## src/rtl/sr_latch_pkg.sv

```systemverilog
// Shared types for the SR latch bank write controller.
// Latency: n/a (types, constants and a width helper only).
// Backpressure: n/a.
package sr_latch_pkg;

  // Number of latch bits in the bank; the controller's WIDTH defaults to this.
  localparam int LAT_WIDTH = 8;

  typedef enum logic [2:0] {
    ST_IDLE  = 3'd0,
    ST_SETUP = 3'd1,
    ST_PULSE = 3'd2,
    ST_HOLD  = 3'd3,
    ST_CHECK = 3'd4
  } state_t;

  // Per-bit set/reset command pair driven onto the bank.
  typedef struct packed {
    logic [LAT_WIDTH-1:0] s;
    logic [LAT_WIDTH-1:0] r;
  } cmd_t;

  // Phase counter width: enough to hold the longest timed phase.
  function automatic int phase_cnt_w(input int a, input int b, input int c);
    int m;
    m = a;
    if (b > m) m = b;
    if (c > m) m = c;
    return $clog2(m + 1);
  endfunction

endpackage

```

## src/rtl/sr_phase_timer.sv

```systemverilog
// Loadable down-counter timing the SETUP, PULSE and HOLD phases.
// Latency: load takes effect at the next edge; last is combinational from the count.
// Backpressure: none; counts every cycle it is not being loaded.
// Ports: clk, rst_n (sync, active-low), load + load_val (phase entry),
//        last (high in the final cycle of the current phase).
module sr_phase_timer #(
  parameter int CW = 2
) (
  input  logic          clk,
  input  logic          rst_n,
  input  logic          load,
  input  logic [CW-1:0] load_val,
  output logic          last
);

  logic [CW-1:0] cnt;

  // Saturates at zero so the counter idles quietly between phases.
  always_ff @(posedge clk) begin
    if (!rst_n) begin
      cnt <= '0;
    end else if (load) begin
      cnt <= load_val;
    end else if (cnt != '0) begin
      cnt <= cnt - 1'b1;
    end
  end

  assign last = (cnt == CW'(1));

endmodule

```

## src/rtl/sr_latch_writer.sv

```systemverilog
// Write controller for a bank of gated SR latches: sequences S/R setup, gate pulse, hold, then verifies Q/P.
// Latency: handshake cycle to DONE = SETUP_CYC+PULSE_CYC+HOLD_CYC+2 cycles; a new word may be taken in the DONE cycle.
// Backpressure: IN_READY is high only in IDLE; words are held off for the whole sequence.
// Ports: CLK/RST_N (sync, active-low); IN_VALID/IN_READY/IN_DATA target word; CLR_ERR clears sticky error;
//        LAT_S/LAT_R/LAT_G drive the bank; LAT_Q/LAT_P read it back; DONE pulse, ERR sticky, ERR_MASK failing bits.
module sr_latch_writer
  import sr_latch_pkg::*;
#(
  parameter int WIDTH     = LAT_WIDTH,
  parameter int SETUP_CYC = 1,
  parameter int PULSE_CYC = 2,
  parameter int HOLD_CYC  = 1
) (
  input  logic             CLK,
  input  logic             RST_N,
  input  logic             IN_VALID,
  output logic             IN_READY,
  input  logic [WIDTH-1:0] IN_DATA,
  input  logic             CLR_ERR,
  output logic [WIDTH-1:0] LAT_S,
  output logic [WIDTH-1:0] LAT_R,
  output logic             LAT_G,
  input  logic [WIDTH-1:0] LAT_Q,
  input  logic [WIDTH-1:0] LAT_P,
  output logic             DONE,
  output logic             ERR,
  output logic [WIDTH-1:0] ERR_MASK
);

  localparam int CW = phase_cnt_w(SETUP_CYC, PULSE_CYC, HOLD_CYC);

  state_t           state;
  state_t           state_nxt;
  logic             accept;
  logic             phase_last;
  logic             tmr_load;
  logic [CW-1:0]    tmr_val;

  logic [WIDTH-1:0] target;
  logic [WIDTH-1:0] shadow;
  logic             shadow_valid;
  logic [WIDTH-1:0] diff;
  logic [WIDTH-1:0] fail_mask;
  cmd_t             cmd_nxt;
  cmd_t             cmd_q;
  logic             gate_q;
  logic             done_q;
  logic             err_q;
  logic [WIDTH-1:0] err_mask_q;

  assign accept = IN_VALID & IN_READY;

  // Without a trusted shadow every bit is forced; otherwise only changed bits are commanded.
  assign diff      = shadow_valid ? (IN_DATA ^ shadow) : {WIDTH{1'b1}};
  assign cmd_nxt.s = diff & IN_DATA;
  assign cmd_nxt.r = diff & ~IN_DATA;

  // A bit fails if Q missed the target or P is not the complement of Q.
  assign fail_mask = (LAT_Q ^ target) | ~(LAT_P ^ LAT_Q);

  sr_phase_timer #(.CW(CW)) u_timer (
    .clk      (CLK),
    .rst_n    (RST_N),
    .load     (tmr_load),
    .load_val (tmr_val),
    .last     (phase_last)
  );

  // State register
  always_ff @(posedge CLK) begin
    if (!RST_N) state <= ST_IDLE;
    else        state <= state_nxt;
  end

  // Next-state logic
  always_comb begin
    state_nxt = state;
    unique case (state)
      ST_IDLE:  if (accept)     state_nxt = ST_SETUP;
      ST_SETUP: if (phase_last) state_nxt = ST_PULSE;
      ST_PULSE: if (phase_last) state_nxt = ST_HOLD;
      ST_HOLD:  if (phase_last) state_nxt = ST_CHECK;
      ST_CHECK:                 state_nxt = ST_IDLE;
      default:                  state_nxt = ST_IDLE;
    endcase
  end

  // Output decode: ready, and timer reload on entry to each timed phase.
  always_comb begin
    IN_READY = (state == ST_IDLE);
    tmr_load = 1'b0;
    tmr_val  = '0;
    if (state_nxt != state) begin
      case (state_nxt)
        ST_SETUP: begin tmr_load = 1'b1; tmr_val = CW'(SETUP_CYC); end
        ST_PULSE: begin tmr_load = 1'b1; tmr_val = CW'(PULSE_CYC); end
        ST_HOLD:  begin tmr_load = 1'b1; tmr_val = CW'(HOLD_CYC);  end
        default:  ;
      endcase
    end
  end

  // Registered bank drive and result tracking. S/R are latched at acceptance and
  // only cleared on entry to CHECK, so they cannot move while the gate is high.
  always_ff @(posedge CLK) begin
    if (!RST_N) begin
      target       <= '0;
      cmd_q        <= '0;
      gate_q       <= 1'b0;
      done_q       <= 1'b0;
      shadow       <= '0;
      shadow_valid <= 1'b0;
      err_q        <= 1'b0;
      err_mask_q   <= '0;
    end else begin
      gate_q <= (state_nxt == ST_PULSE);
      done_q <= (state == ST_CHECK);

      if (accept) begin
        target <= IN_DATA;
        cmd_q  <= cmd_nxt;
      end else if (state_nxt == ST_CHECK) begin
        cmd_q  <= '0;
      end

      if (state == ST_CHECK) begin
        shadow       <= LAT_Q;
        shadow_valid <= (fail_mask == '0);
      end

      // A failure recorded this cycle takes priority over a clear request.
      if ((state == ST_CHECK) && (fail_mask != '0)) begin
        err_q      <= 1'b1;
        err_mask_q <= fail_mask;
      end else if (CLR_ERR) begin
        err_q      <= 1'b0;
        err_mask_q <= '0;
      end
    end
  end

  assign LAT_S    = cmd_q.s;
  assign LAT_R    = cmd_q.r;
  assign LAT_G    = gate_q;
  assign DONE     = done_q;
  assign ERR      = err_q;
  assign ERR_MASK = err_mask_q;

endmodule

```

## config.mk

```make
export PLATFORM = sky130hd
export DESIGN_NAME = sr_latch_writer
export DESIGN_NICKNAME = d
export VERILOG_FILES = /design/src/rtl/sr_latch_pkg.sv /design/src/rtl/sr_phase_timer.sv /design/src/rtl/sr_latch_writer.sv
export SDC_FILE = /design/constraint.sdc
export NUM_CORES = 1
export LEC_CHECK = 0
export ABC_CLOCK_PERIOD_IN_PS = 1400
export BUFFER_PORTS_ARGS = -buffer_cell sky130_fd_sc_hd__buf_2
export CAP_MARGIN = 0
export CORE_MARGIN = 4
export CORE_UTILIZATION = 29
export DETAILED_ROUTE_END_ITERATION = 12
export GPL_ROUTABILITY_DRIVEN = 0
export GPL_TIMING_DRIVEN = 0
export MAX_ROUTING_LAYER = met4
export PLACE_DENSITY = 0.51
export SLEW_MARGIN = 20
export SYNTH_ARGS = -nofsm -noshare
export SYNTH_HDL_FRONTEND = slang
export SYNTH_SLANG_ARGS = --single-unit
```

## constraint.sdc

```tcl
create_clock -name CLK -period 1.4 [get_ports CLK]
set_input_delay 0.14 -clock CLK [delete_from_list [all_inputs] [get_ports CLK]]
set_output_delay 0.14 -clock CLK [all_outputs]
set_load 0.01 [all_outputs]
```

==> results.yml <==
status:
  status: "complete, but fails checks"
  violations: "negative setup slack"
floorplan:
  io_pins: 56
  num_rows: 32
  dieArea_um2: 9730
  start_util_pct: 30.4
  core-area_um2: 7850
  die_y_um: 98.7
  die_w_um: 98.7
logic_synthesis:
  synthCells: 276
  syn_nets: 306
  synth-seq-area-share_pct: 41.2
  ys_seq_elements: 49
  netlist_area_um2: 2380
  async_reset_ff_share_pct: 0
  synth_ff_type: "dfxtp_1"
  synth-edff-count: 0
  syn_area_per_cell_um2: 8.64
  yosys_warnings: 0
  synth_cell_type_count: 43
setup_path:
  startpoint: "state[0]"
  crit_end: "LAT_R[6]"
  regToRegSetupSlack_ps: -110
  required_ps: 1600
  critPathKind: "register to register"
  r2r_end: "LAT_R[6]"
  r2r_cells: 6
  critical_path_arrival_ps: 1710
  crit_fanout: 5
  crit_path_end_kind: "register"
  timing.rr.start: "state[0]"
  start_kind: "register"
routing:
  wl_mm: 6.71
  antenna_left: 0
  drc: 0
  vias: 2243
  viasPerCell: 4.89
  wl_per_cell_um: 14.6
  drt_pre_antenna_iters: 4
  drt-initial-drc-count: 108
global_route:
  grt_max_degree: 17
  antenna_found_initial: 0
  global_route.overflow_total: 0
  grt_pass1_wl_mm: 10.9
  grt.total_usage_pct: 14.2
  grt_pass1_vias: 2189
timing:
  max_freq_mhz: 661
  slew_headroom_pct: 68.1
  grt_setup_unrepaired: "true"
  layout_setup_ws_ps: -114
  post-route-min-period_ps: 1510
  skew_ps: 16.3
  setup_viol: 29
  finalMaxSlewViolations: 0
  fin_crit_sh_pct: 108
  worst-slew-pin-transition_ps: 478
  hold_violations: 0
power:
  p_leak_nw: 1.28
  p_total_mw: 3.26
  power_density_nw_per_um2: 999
  peakVddDrop_uv: 458
clocking:
  cts_hold_buf: 0
  numCtsBuffers: 5
  cts_sinks: 49
  root_buffer: "clkbuf_8"
  cts-htree-levels: 2
  clk_latency_ps: 310
  tritoncts: "built"
  clk_path_buf_depth: 2
  cts.clk_slew.worst_paths_ps: 110
min_path:
  min_path_type: "input pin to register"
cells_and_area:
  instances_no_fill: 459
  drive_gt1_share_pct: 38.4
  fin_area_um2: 3260
  final_common_cell: "buf_2"
  area_growth_pct: 36.8
  fin_nets: 386
  diodes: 0
  final_cell_mix: "55 x buf_2, 53 x nand2_1, 41 x dfxtp_1, 20 x nor2b_1, 15 x buf_4"
place:
  place_area_um2: 2800
  port_buffers: 55
  post-place-cells: 433
  dp_hpwl_mm: 4.94
flow_run:
  maxCapViolCount: 0
## synthesized netlist by cell type (all sizes together) (3+ instances only)
| library cell | instances | area (um2) |
|---|---|---|
| nand2 | 54 | 203 |
| dfxtp | 49 | 981 |
| nor2b | 20 | 125 |
| a21boi | 18 | 135 |
| inv | 13 | 48.8 |
| a21oi | 12 | 60.1 |
| a22oi | 12 | 146 |
| nand3 | 11 | 55.1 |
| nand3b | 9 | 67.6 |
| or3b | 9 | 78.8 |
| a32oi | 8 | 70.1 |
| buf | 8 | 52.6 |
| clkbuf | 8 | 30.0 |
| nor2 | 6 | 22.5 |
| nand4 | 5 | 46.3 |
| nand2b | 4 | 25.0 |
| o211ai | 4 | 30.0 |
| a31oi | 3 | 18.8 |
| o21ai | 3 | 15.0 |
## cell type report
class,count,area (um2)
Multi-Input combinational cell,198,1400
Inverter,13,51.3
Clock buffer,5,68.8
Clock inverter,3,22.5
Sequential cell,49,991
Fill cell,856,4590
Buffer,15,129
Timing Repair Buffer,74,470
Tap cell,102,128
## power breakdown
| group | internal [mW] | switching [mW] | total (mW) | leakage [nW] |
|---|---|---|---|---|
| logic | 0.437 | 0.407 | 0.844 | 0.830 |
| clock network | 0.356 | 0.510 | 0.866 | 0.0481 |
| registers | 1.49 | 0.0628 | 1.55 | 0.402 |
## worst max-delay path, cell delays in order (launching register included)
cell and delay, ps:
dfxtp_2 330, buf_6 110, or3b_1 350, a21o_4 250, buf_8 140, a22oi_2 170, nor2b_1 60
## timing repair
| item | in CTS | in global routing |
|---|---|---|
| pin swaps | 28 | 15 |
| gates resized for setup | 33 | 37 |
| endpoints found under the setup margin | 45 | 46 |
| setup buffers | 10 | 6 |
| gates cloned | 1 | 2 |
## stage by stage
| step | TNS [ps] | utilization, % | setup slack, ps | hold slack, ps |
|---|---|---|---|---|
| 4_1_cts | -3170 | 39.4 | -153 | 88.2 |
| 3_3_place_gp | -6500 | 35.7 | -266 | 428 |
| 6_report | -1980 | 41.5 | -114 | 86.9 |
| 2_1_floorplan | -437 | - | -40.1 | 275 |
| 3_5_place_dp | -7210 | 35.7 | -270 | 433 |
| 5_1_grt | -4430 | 41.5 | -177 | 97.6 |
## state kept, by name, indices dropped and copies added (netlist names)
name	count
shadow	8
ERR_MASK	8
LAT_G	1
ERR	1
state	3
LAT_S	8
target	8
LAT_R	8
DONE	1
u_timer.cnt	2
shadow_valid	1
## cell families (layout without fill, tap and decap cells)
group                    Yosys count  count (layout)  synth area share (%)
AND/OR/NAND/NOR                  124             124                  27.9
AO/OA/AOI/OAI                     71              71                  23.9
multiplexers                       1               1                 0.420
flip-flops                        49              49                  41.2
adder cells (fa/ha/maj)            2               2                  1.05
buffers and inverters             29             110                  5.51
## how the worst min path moves through the flow
stage / start / to / slack [ps] / cells after the start
detailed placement: IN_DATA[7] / target[7] / 430 / 3
floorplan: IN_DATA[3] / target[3] / 270 / 2
CTS: IN_DATA[7] / target[7] / 90 / 3
finish: IN_DATA[7] / target[7] / 90 / 3
global route: IN_DATA[7] / target[7] / 100 / 3
global placement: IN_DATA[7] / target[7] / 430 / 3
## layer usage
| layer | vias up | global-route usage (%) | wire length [um] |
|---|---|---|---|
| met1 | 1077 | 18.4 | 3250 |
| met4 | 0 | 3.47 | 29 |
| met3 | 2 | 2.83 | 201 |
| met2 | 36 | 22.9 | 3230 |
| li1 | 1128 | - | - |
| met5 | - | - | 0 |
Note: power is estimated with default switching activity, not from simulation.
